===== config.mk =====
export PLATFORM = sky130hd
export DESIGN_NAME = four_12_12_st0_input_stage
export DESIGN_NICKNAME = d
export VERILOG_FILES = /design/src/rtl/four_12_12_st0_input_stage_pkg.sv /design/src/rtl/four_12_12_skid_buf.sv /design/src/rtl/four_12_12_st0_input_stage.sv
export SDC_FILE = /design/constraint.sdc
export NUM_CORES = 1
export LEC_CHECK = 0
export BUFFER_PORTS_ARGS = -buffer_cell sky130_fd_sc_hd__buf_2
export CORE_MARGIN = 3
export CORE_UTILIZATION = 52
export DETAILED_ROUTE_END_ITERATION = 8
export PLACE_DENSITY = 0.88
export SLEW_MARGIN = 20
export SYNTH_ARGS = -nofsm -noshare
export SYNTH_HDL_FRONTEND = slang
export SYNTH_HIERARCHICAL = 1
export SYNTH_SLANG_ARGS = --single-unit

===== constraint.sdc =====
create_clock -name clk -period 4.1 [get_ports clk]
set_input_delay 1.025 -clock clk [delete_from_list [all_inputs] [get_ports clk]]
set_output_delay 1.025 -clock clk [all_outputs]
set_load 0.01 [all_outputs]

===== src/rtl/four_12_12_st0_input_stage_pkg.sv =====
// Shared types and widths for the four_12_12 stage-0 input staging buffer.
// FOUR_12_12_FRAME_CHECK_EN widens buffer entries to carry the burst marker.
package four_12_12_st0_input_stage_pkg;

  localparam int DATA_W = 32;
  localparam int LEN_W  = 4;
  localparam int BC_W   = 8;

  typedef logic [DATA_W-1:0] float_24_8;
  typedef logic [LEN_W-1:0]  len_t;

  typedef struct packed {
    logic      last;
    float_24_8 data;
  } skid_ent_t;

`ifdef FOUR_12_12_FRAME_CHECK_EN
  localparam int ENT_W = DATA_W + 1;
`else
  localparam int ENT_W = DATA_W;
`endif

  function automatic len_t pos_next(
    input len_t pos,
    input logic at_end
  );
    return at_end ? '0 : len_t'(pos + len_t'(1));
  endfunction

endpackage


===== src/rtl/four_12_12_skid_buf.sv =====
// Two-entry ready/valid skid buffer; output and ready are both registered
// so no combinational path runs from i_rdy back to i_vld/o_rdy.
module four_12_12_skid_buf #(
  parameter int W = 32
) (
  input  logic         clk,
  input  logic         reset,
  input  logic [W-1:0] i_data,
  input  logic         i_vld,
  output logic         o_rdy,
  output logic [W-1:0] o_data,
  output logic         o_vld,
  input  logic         i_rdy
);

  logic [1:0]   r_cnt;
  logic [W-1:0] r_head;
  logic [W-1:0] r_tail;
  logic         w_push;
  logic         w_pop;

  assign o_rdy  = (r_cnt != 2'd2);
  assign o_vld  = (r_cnt != 2'd0);
  assign o_data = r_head;
  assign w_push = i_vld & o_rdy;
  assign w_pop  = o_vld & i_rdy;

  always_ff @(posedge clk or posedge reset) begin
    if (reset) begin
      r_cnt <= 2'd0;
    end else if (w_push & ~w_pop) begin
      r_cnt <= r_cnt + 2'd1;
    end else if (w_pop & ~w_push) begin
      r_cnt <= r_cnt - 2'd1;
    end
  end

  // a pop refills the head from the tail when full, else from the input
  always_ff @(posedge clk) begin
    if (w_pop) begin
      r_head <= (r_cnt == 2'd2) ? r_tail : i_data;
    end else if (w_push && r_cnt == 2'd0) begin
      r_head <= i_data;
    end
    if (w_push && !w_pop && r_cnt == 2'd1) begin
      r_tail <= i_data;
    end
  end

endmodule


===== src/rtl/four_12_12_st0_input_stage.sv =====
// Stage-0 input staging: skid buffer plus burst position / first-word logic.
// Optional FOUR_12_12_FRAME_CHECK_EN: store in_last, resync on it, flag framing.
module four_12_12_st0_input_stage
  import four_12_12_st0_input_stage_pkg::*;
(
  input  logic              clk,
  input  logic              reset,
  input  logic [DATA_W-1:0] in_data,
  input  logic              in_last,
  input  logic              in_vld,
  output logic              in_rdy,
  input  logic [LEN_W-1:0]  load_length,
  output logic [DATA_W-1:0] stage_0_data,
  output logic              stage_0_data_fst,
  output logic              stage_0_data_vld,
  input  logic              stage_0_data_rdy,
  output logic [BC_W-1:0]   burst_count,
  output logic              frame_err
);

  logic [ENT_W-1:0] w_in_ent;
  logic [ENT_W-1:0] w_head_ent;
  logic             w_pop;
  logic             w_at_end;
  len_t             w_end;
  len_t             r_pos;
  len_t             r_len_q;
  logic [BC_W-1:0]  r_burst_count;

`ifdef FOUR_12_12_FRAME_CHECK_EN
  skid_ent_t w_in_s;
  skid_ent_t w_head_s;
  logic      w_head_last;
  logic      r_frame_err;

  assign w_in_s       = '{last: in_last, data: in_data};
  assign w_in_ent     = w_in_s;
  assign w_head_s     = w_head_ent;
  assign stage_0_data = w_head_s.data;
  assign w_head_last  = w_head_s.last;
`else
  logic w_unused_last;

  assign w_unused_last = in_last;
  assign w_in_ent      = in_data;
  assign stage_0_data  = w_head_ent;
`endif

  four_12_12_skid_buf #(
    .W (ENT_W)
  ) u_skid (
    .clk    (clk),
    .reset  (reset),
    .i_data (w_in_ent),
    .i_vld  (in_vld),
    .o_rdy  (in_rdy),
    .o_data (w_head_ent),
    .o_vld  (stage_0_data_vld),
    .i_rdy  (stage_0_data_rdy)
  );

  assign w_pop = stage_0_data_vld & stage_0_data_rdy;

  // the first word of a burst sees the live length; later words the latched one
  assign w_end    = (r_pos == '0) ? load_length : r_len_q;
  assign w_at_end = (r_pos == w_end);

  assign stage_0_data_fst = stage_0_data_vld & (r_pos == '0);
  assign burst_count      = r_burst_count;

  always_ff @(posedge clk or posedge reset) begin
    if (reset) begin
      r_pos         <= '0;
      r_len_q       <= '0;
      r_burst_count <= '0;
    end else if (w_pop) begin
      if (r_pos == '0) begin
        r_len_q <= load_length;
      end
      if (w_at_end) begin
        r_burst_count <= r_burst_count + 8'd1;
      end
`ifdef FOUR_12_12_FRAME_CHECK_EN
      r_pos <= w_head_last ? '0 : pos_next(r_pos, w_at_end);
`else
      r_pos <= pos_next(r_pos, w_at_end);
`endif
    end
  end

`ifdef FOUR_12_12_FRAME_CHECK_EN
  always_ff @(posedge clk or posedge reset) begin
    if (reset) begin
      r_frame_err <= 1'b0;
    end else begin
      r_frame_err <= w_pop & (w_head_last ^ w_at_end);
    end
  end

  assign frame_err = r_frame_err;
`else
  assign frame_err = 1'b0;
`endif

endmodule

After elaboration in Yosys (flattened, before gate mapping)
Cells that the tools add are included.
{ "word_totals": {"regBits": 82, "out_inout_bits": 44, "elab_cells": 38, "in_bits": 41} }
{ "op_classes": {"n_addsub": 4, "n_bitwise": 7, "n_reduce_logical": 10, "muxes": 7, "eq_ne": 4} }
{ "ops": {"columns": ["op", "n"], "rows": [
  ["$mux W32", 3],
  ["$add A8 B1 Y8 const B", 1],
  ["$mux W4", 2],
  ["$reduce_bool A2 Y1", 3],
  ["$and A1 B1 Y1", 5],
  ["$add A4 B1 Y4 const B", 1],
  ["$eq A4 B4 Y1", 1],
  ["$logic_not A4 Y1", 1],
  ["$mux W2", 2],
  ["$logic_and A1 B1 Y1", 3],
  ["$add A2 B1 Y2 const B", 1],
  ["$eq A2 B1 Y1 const B", 1],
  ["$eq A2 B2 Y1 const B", 1],
  ["$logic_not A2 Y1", 1],
  ["$ne A2 B2 Y1 const B", 1],
  ["$not A1 Y1", 2],
  ["$reduce_and A2 Y1", 1],
  ["$sub A2 B1 Y2 const B", 1],
  ["$logic_not A1 Y1", 1]
]} }

Logic depth before layout (Yosys ltp)
{ "logic_depth": {"depth_word": 6, "mapped_depth": 9, "ltp_nobuf": 8} }

By module
Netlist, hierarchy kept.
{ "modules_own_cells": {"columns": ["mod", "area_per_inst_um2", "seq_area_each_um2", "cells_per_inst", "instances"], "rows": [
  ["four_12_12_skid_buf", 2670.1, 1971.9, 125, 1],
  ["four_12_12_st0_input_stage", 862.1, 400.4, 76, 1]
]} }

Worst setup path after synthesis
No wires, ideal clock.
{ "synth_timing": {"path_type": "input -> register", "start": "input port in_vld", "end": "register u_skid.r_head[0] (netlist: u_skid/o_data[0]), enable pin", "setup_slack_ns": 0.229, "path_buffers": 0, "setup_ns": 0.466, "arrival_time_ns": 3.405, "required_time_ns": 3.634, "stages": 2, "path_cell_list": "nand2b_1 > o21ai_0"} }
{ "synth_via": {"elab_chain_len": 3} }
{ "synth_rtl": {"columns": ["element", "line_no", "text"], "rows": [
  ["start: declaration", "four_12_12_st0_input_stage.sv:10", "input logic in_vld,"],
  ["$and A1 B1 Y1", "four_12_12_skid_buf.sv:25", "assign w_push = i_vld & o_rdy;"],
  ["$logic_and A1 B1 Y1", "four_12_12_skid_buf.sv:42", "end else if (w_push && r_cnt == 2'd0) begin"],
  ["$reduce_bool A2 Y1 (no source line)", null, null],
  ["end signal: assignment", "four_12_12_skid_buf.sv:41", "r_head <= (r_cnt == 2'd2) ? r_tail : i_data;"],
  ["end signal: assignment", "four_12_12_skid_buf.sv:43", "r_head <= i_data;"],
  ["end: declaration", "four_12_12_skid_buf.sv:17", "logic [W-1:0] r_head;"]
]} }
No other way between the ends.
A chain may end at the register's enable or synchronous reset.

Final worst setup path
{ "layout_timing": {"start": "register r_pos[0]", "end": "output port stage_0_data_fst"} }
{ "layout_via": {"elab_chain_len": 2} }
{ "layout_rtl": {"columns": ["element", "line_no", "text"], "rows": [
  ["start: declaration", "four_12_12_st0_input_stage.sv:26", "len_t r_pos;"],
  ["start signal: assignment", "four_12_12_st0_input_stage.sv:86", "r_pos <= pos_next(r_pos, w_at_end);"],
  ["$logic_not A4 Y1", "four_12_12_st0_input_stage.sv:68", "assign stage_0_data_fst = stage_0_data_vld & (r_pos == '0);"],
  ["$and A1 B1 Y1", "four_12_12_st0_input_stage.sv:68", null],
  ["end: declaration", "four_12_12_st0_input_stage.sv:14", "output logic stage_0_data_fst,"]
]} }
No other way between the ends.

==> implementation parameters <==
Parameter                              Value

Outcome
  Run status    finished, final reports clean

Placed design
  Worst slack, placed    1.25 ns
  Port bufs    82
  GPL Wtd Cong    0.797
  HPWL Detailed    4260 um

Run
  Number of violations of the max-capacitance limit    0

Logic synthesis
  Top cells by area, synth    sky130_fd_sc_hd__edfxtp_1 54%, sky130_fd_sc_hd__dfrtp_1 13%, sky130_fd_sc_hd__mux2_4 13%
  Number of enable flip-flop cells after synthesis    64
  Leading register cell type out of synthesis    sky130_fd_sc_hd__edfxtp_1
  Syn Nets    249
  Number of cells produced by synthesis    201
  Post-synthesis sequential area ratio    67.2%
  Post-synthesis instance area    3530 um2
  Post-Synthesis Mean Instance Area    17.6 um2
  Cell accounting for the most synthesized area    sky130_fd_sc_hd__edfxtp_1
  Number of unique standard cell types used by synthesis    38
  Warning count from the yosys run    6
  Total of flip-flops plus latches after synthesis    82
  Area share of the leading cell type in the synthesized netlist    54.4%
  Asr flop ratio synth    22.0%

Worst setup path
  Category of the worst setup path launch point    register
  R2R Setup Slk    1.49 ns
  Arrival @ worst endpoint    1.70 ns
  Maximum fanout count along the critical path    6
  Critical path's largest stage delay    0.46 ns
  Crit path required time    3.07 ns
  Cells along the critical path    inv_1 -> ha_1 -> nor3b_2 -> and2_1 -> buf_2
  CP max-delay cell    sky130_fd_sc_hd__dfrtp_1
  CP Capture Type    output port
  Type of the worst setup path    register to output port

Die
  Initial core utilization    54.7%
  Vert. Die Dim    88.4 um
  Area of the die    7820 um2
  Width of the chip    88.4 um
  Core region area    6460 um2
  Number of top-level pins    85
  Number of placement rows    29

Drt
  DR WL/cell    15.8 um
  Length of the first detailed-routing pass in iterations    4
  Final antenna-violating net count    0
  Total detailed-routing wirelength    5890 um
  Vias post-DR    1914
  Violation count after the first detailed-route iteration    50
  Vias per cell    5.15
  Detailed-route DRC error count    0

Global route
  Via count of the first global-routing pass    2037
  GRT overflow    0
  Antenna violations before repair    0
  First-pass GRT wire length    9340 um
  Gr usage total    15.9%
  Maximum number of pins on one net before global-route repair    33

STA
  Min setup slack post-route    1.37 ns
  Slew at the pin closest to its max-slew limit    1.01 ns
  Max-slew violation count    0
  Final setup violation count    0
  Final setup skew    0.00496 ns
  Unrepaired setup endpoints after global routing    false
  Peak Freq    366 MHz
  Post-route clock period utilization    66.6%
  Number of hold violations in the final report    0
  Setup Total Neg Slack    0 ns
  Final critical-path required period    2.73 ns
  Worst relative slew slack    32.4%

Cells and area
  Number of nets in the layout    338
  Post-Route Utilization    64.9%
  Area delta synth->final    18.7%
  Area occupied by multi-input gates    1050 um2
  Footprint of the flip-flops and latches    2370 um2
  Filler cells    477
  Number of inserted diodes    0
  Share of final-layout standard cells stronger than drive strength 1    48.1%

Clock network
  Number of hold buffers added after cts    0
  Worst-path clk slew    0.08 ns
  Clock tree from TritonCTS    yes
  # resized after CTS    0
  Post-CTS repair timing setup buffer count    0
  Root buffer cell    sky130_fd_sc_hd__clkbuf_8
  Number of buffers inserted during clock tree synthesis    9
  Clock Latency Late Sink    0.33 ns
  CTS HTree Levels    3
  Clock Tree Buf Depth    2
  Count of clock tree sinks    82

Hold path
  Hold Crit Class    register to register

Power
  Maximum vdd drop    0.000446 V
  Power density over the cells    644 nW/um2
  Overall power after layout    0.00270 W
  Leak Pwr    1.84 nW
## state kept, by name, summed over array words and instances, names as in the netlist
signal	cells
u_skid/r_cnt	2
u_skid/r_tail	32
burst_count	8
r_len_q	4
r_pos	4
u_skid/o_data	32
## critical path: cells and delay by family, from the launching register on
kind / cells / cell delay, ns
adder cells (fa/ha/maj): 1 / 0.22
flip-flops: 1 / 0.46
AND/OR/NAND/NOR: 2 / 0.49
buffers and inverters: 2 / 0.21
## metal layers
metal	GRT usage (%)	routed length (um)	vias to the layer above
met3	4.19	342	6
li1	-	-	920
met2	27.0	2960	60
met5	0	0	-
met4	7.42	64	0
met1	18.8	2520	928
## worst paths after layout
| path | cells after the start | start | end |
|---|---|---|---|
| max | 5 | r_pos[0]$_DFFE_PP0P_ | stage_0_data_fst |
| min | 1 | burst_count[7]$_DFFE_PP0P_ | burst_count[7]$_DFFE_PP0P_ |
| max reg2reg | 7 | r_pos[0]$_DFFE_PP0P_ | burst_count[1]$_DFFE_PP0P_ |
| min reg2reg | 1 | burst_count[7]$_DFFE_PP0P_ | burst_count[7]$_DFFE_PP0P_ |
| max in group asynchronous | 2 | reset | r_pos[2]$_DFFE_PP0P_ |
| min in group asynchronous | 2 | reset | u_skid/r_cnt[1]$_DFFE_PP0P_ |
## where the power goes
group / switching (W) / internal, W / total (W)
Clock: 0.000293 / 0.000286 / 0.000578
Combinational: 0.000461 / 0.000391 / 0.000852
Sequential: 0.000102 / 0.00117 / 0.00127
Total: 0.000856 / 0.00184 / 0.00270
## cell families after synthesis
family	after synthesis	synth area share [%]
simple gates	33	5.99
fa+ha+maj	7	2.48
xor+xnor	11	2.73
buf+inv	16	3.40
compound gates	12	2.59
flops	82	67.2
other cells	1	0.106
mux	39	15.6
## cell usage after synthesis, types with 2 or more instances
cell	n
sky130_fd_sc_hd__mux2_2	7
sky130_fd_sc_hd__xnor2_1	9
sky130_fd_sc_hd__buf_12	3
sky130_fd_sc_hd__nand2_1	7
sky130_fd_sc_hd__and2_1	2
sky130_fd_sc_hd__mux2i_1	2
sky130_fd_sc_hd__xor2_1	2
sky130_fd_sc_hd__nand4_1	4
sky130_fd_sc_hd__dfrtp_1	18
sky130_fd_sc_hd__ha_1	7
sky130_fd_sc_hd__mux2_4	30
sky130_fd_sc_hd__nand3_1	3
sky130_fd_sc_hd__edfxtp_1	64
sky130_fd_sc_hd__inv_1	11
sky130_fd_sc_hd__and3_1	2
sky130_fd_sc_hd__o21ai_0	3
sky130_fd_sc_hd__nor2_1	5
sky130_fd_sc_hd__nand2b_1	2
## cells in the final DEF (no fill, tap or decap), types with 3 or more instances in the layout
cell	count
sky130_fd_sc_hd__buf_2	82
sky130_fd_sc_hd__edfxtp_1	64
sky130_fd_sc_hd__mux2_4	30
sky130_fd_sc_hd__dfrtp_1	18
sky130_fd_sc_hd__inv_1	11
sky130_fd_sc_hd__xnor2_1	9
sky130_fd_sc_hd__clkbuf_8	9
sky130_fd_sc_hd__nand2_1	7
sky130_fd_sc_hd__mux2_2	7
sky130_fd_sc_hd__ha_1	7
sky130_fd_sc_hd__nor2_1	5
sky130_fd_sc_hd__nand4_1	4
sky130_fd_sc_hd__nand3_1	3
## cell type report
class | count | area share (%)
Multi-Input combinational cell | 103 | 25.1
Clock buffer | 9 | 2.96
Sequential cell | 82 | 56.6
Inverter | 11 | 0.985
Tap cell | 77 | 2.30
Clock inverter | 7 | 1.82
Timing Repair Buffer | 83 | 10.3
## per-stage QoR
step / area (um2) / hold slack [ns] / instances
6_report: 4190 / 0.490 / 372
5_1_grt: 4190 / 0.506 / 372
4_1_cts: 4190 / 0.491 / 372
3_5_place_dp: 3990 / 0.475 / 356
3_3_place_gp: 3990 / 0.464 / 356
2_1_floorplan: 3530 / 0.474 / 201
Note: power is estimated with default switching activity, not from simulation.
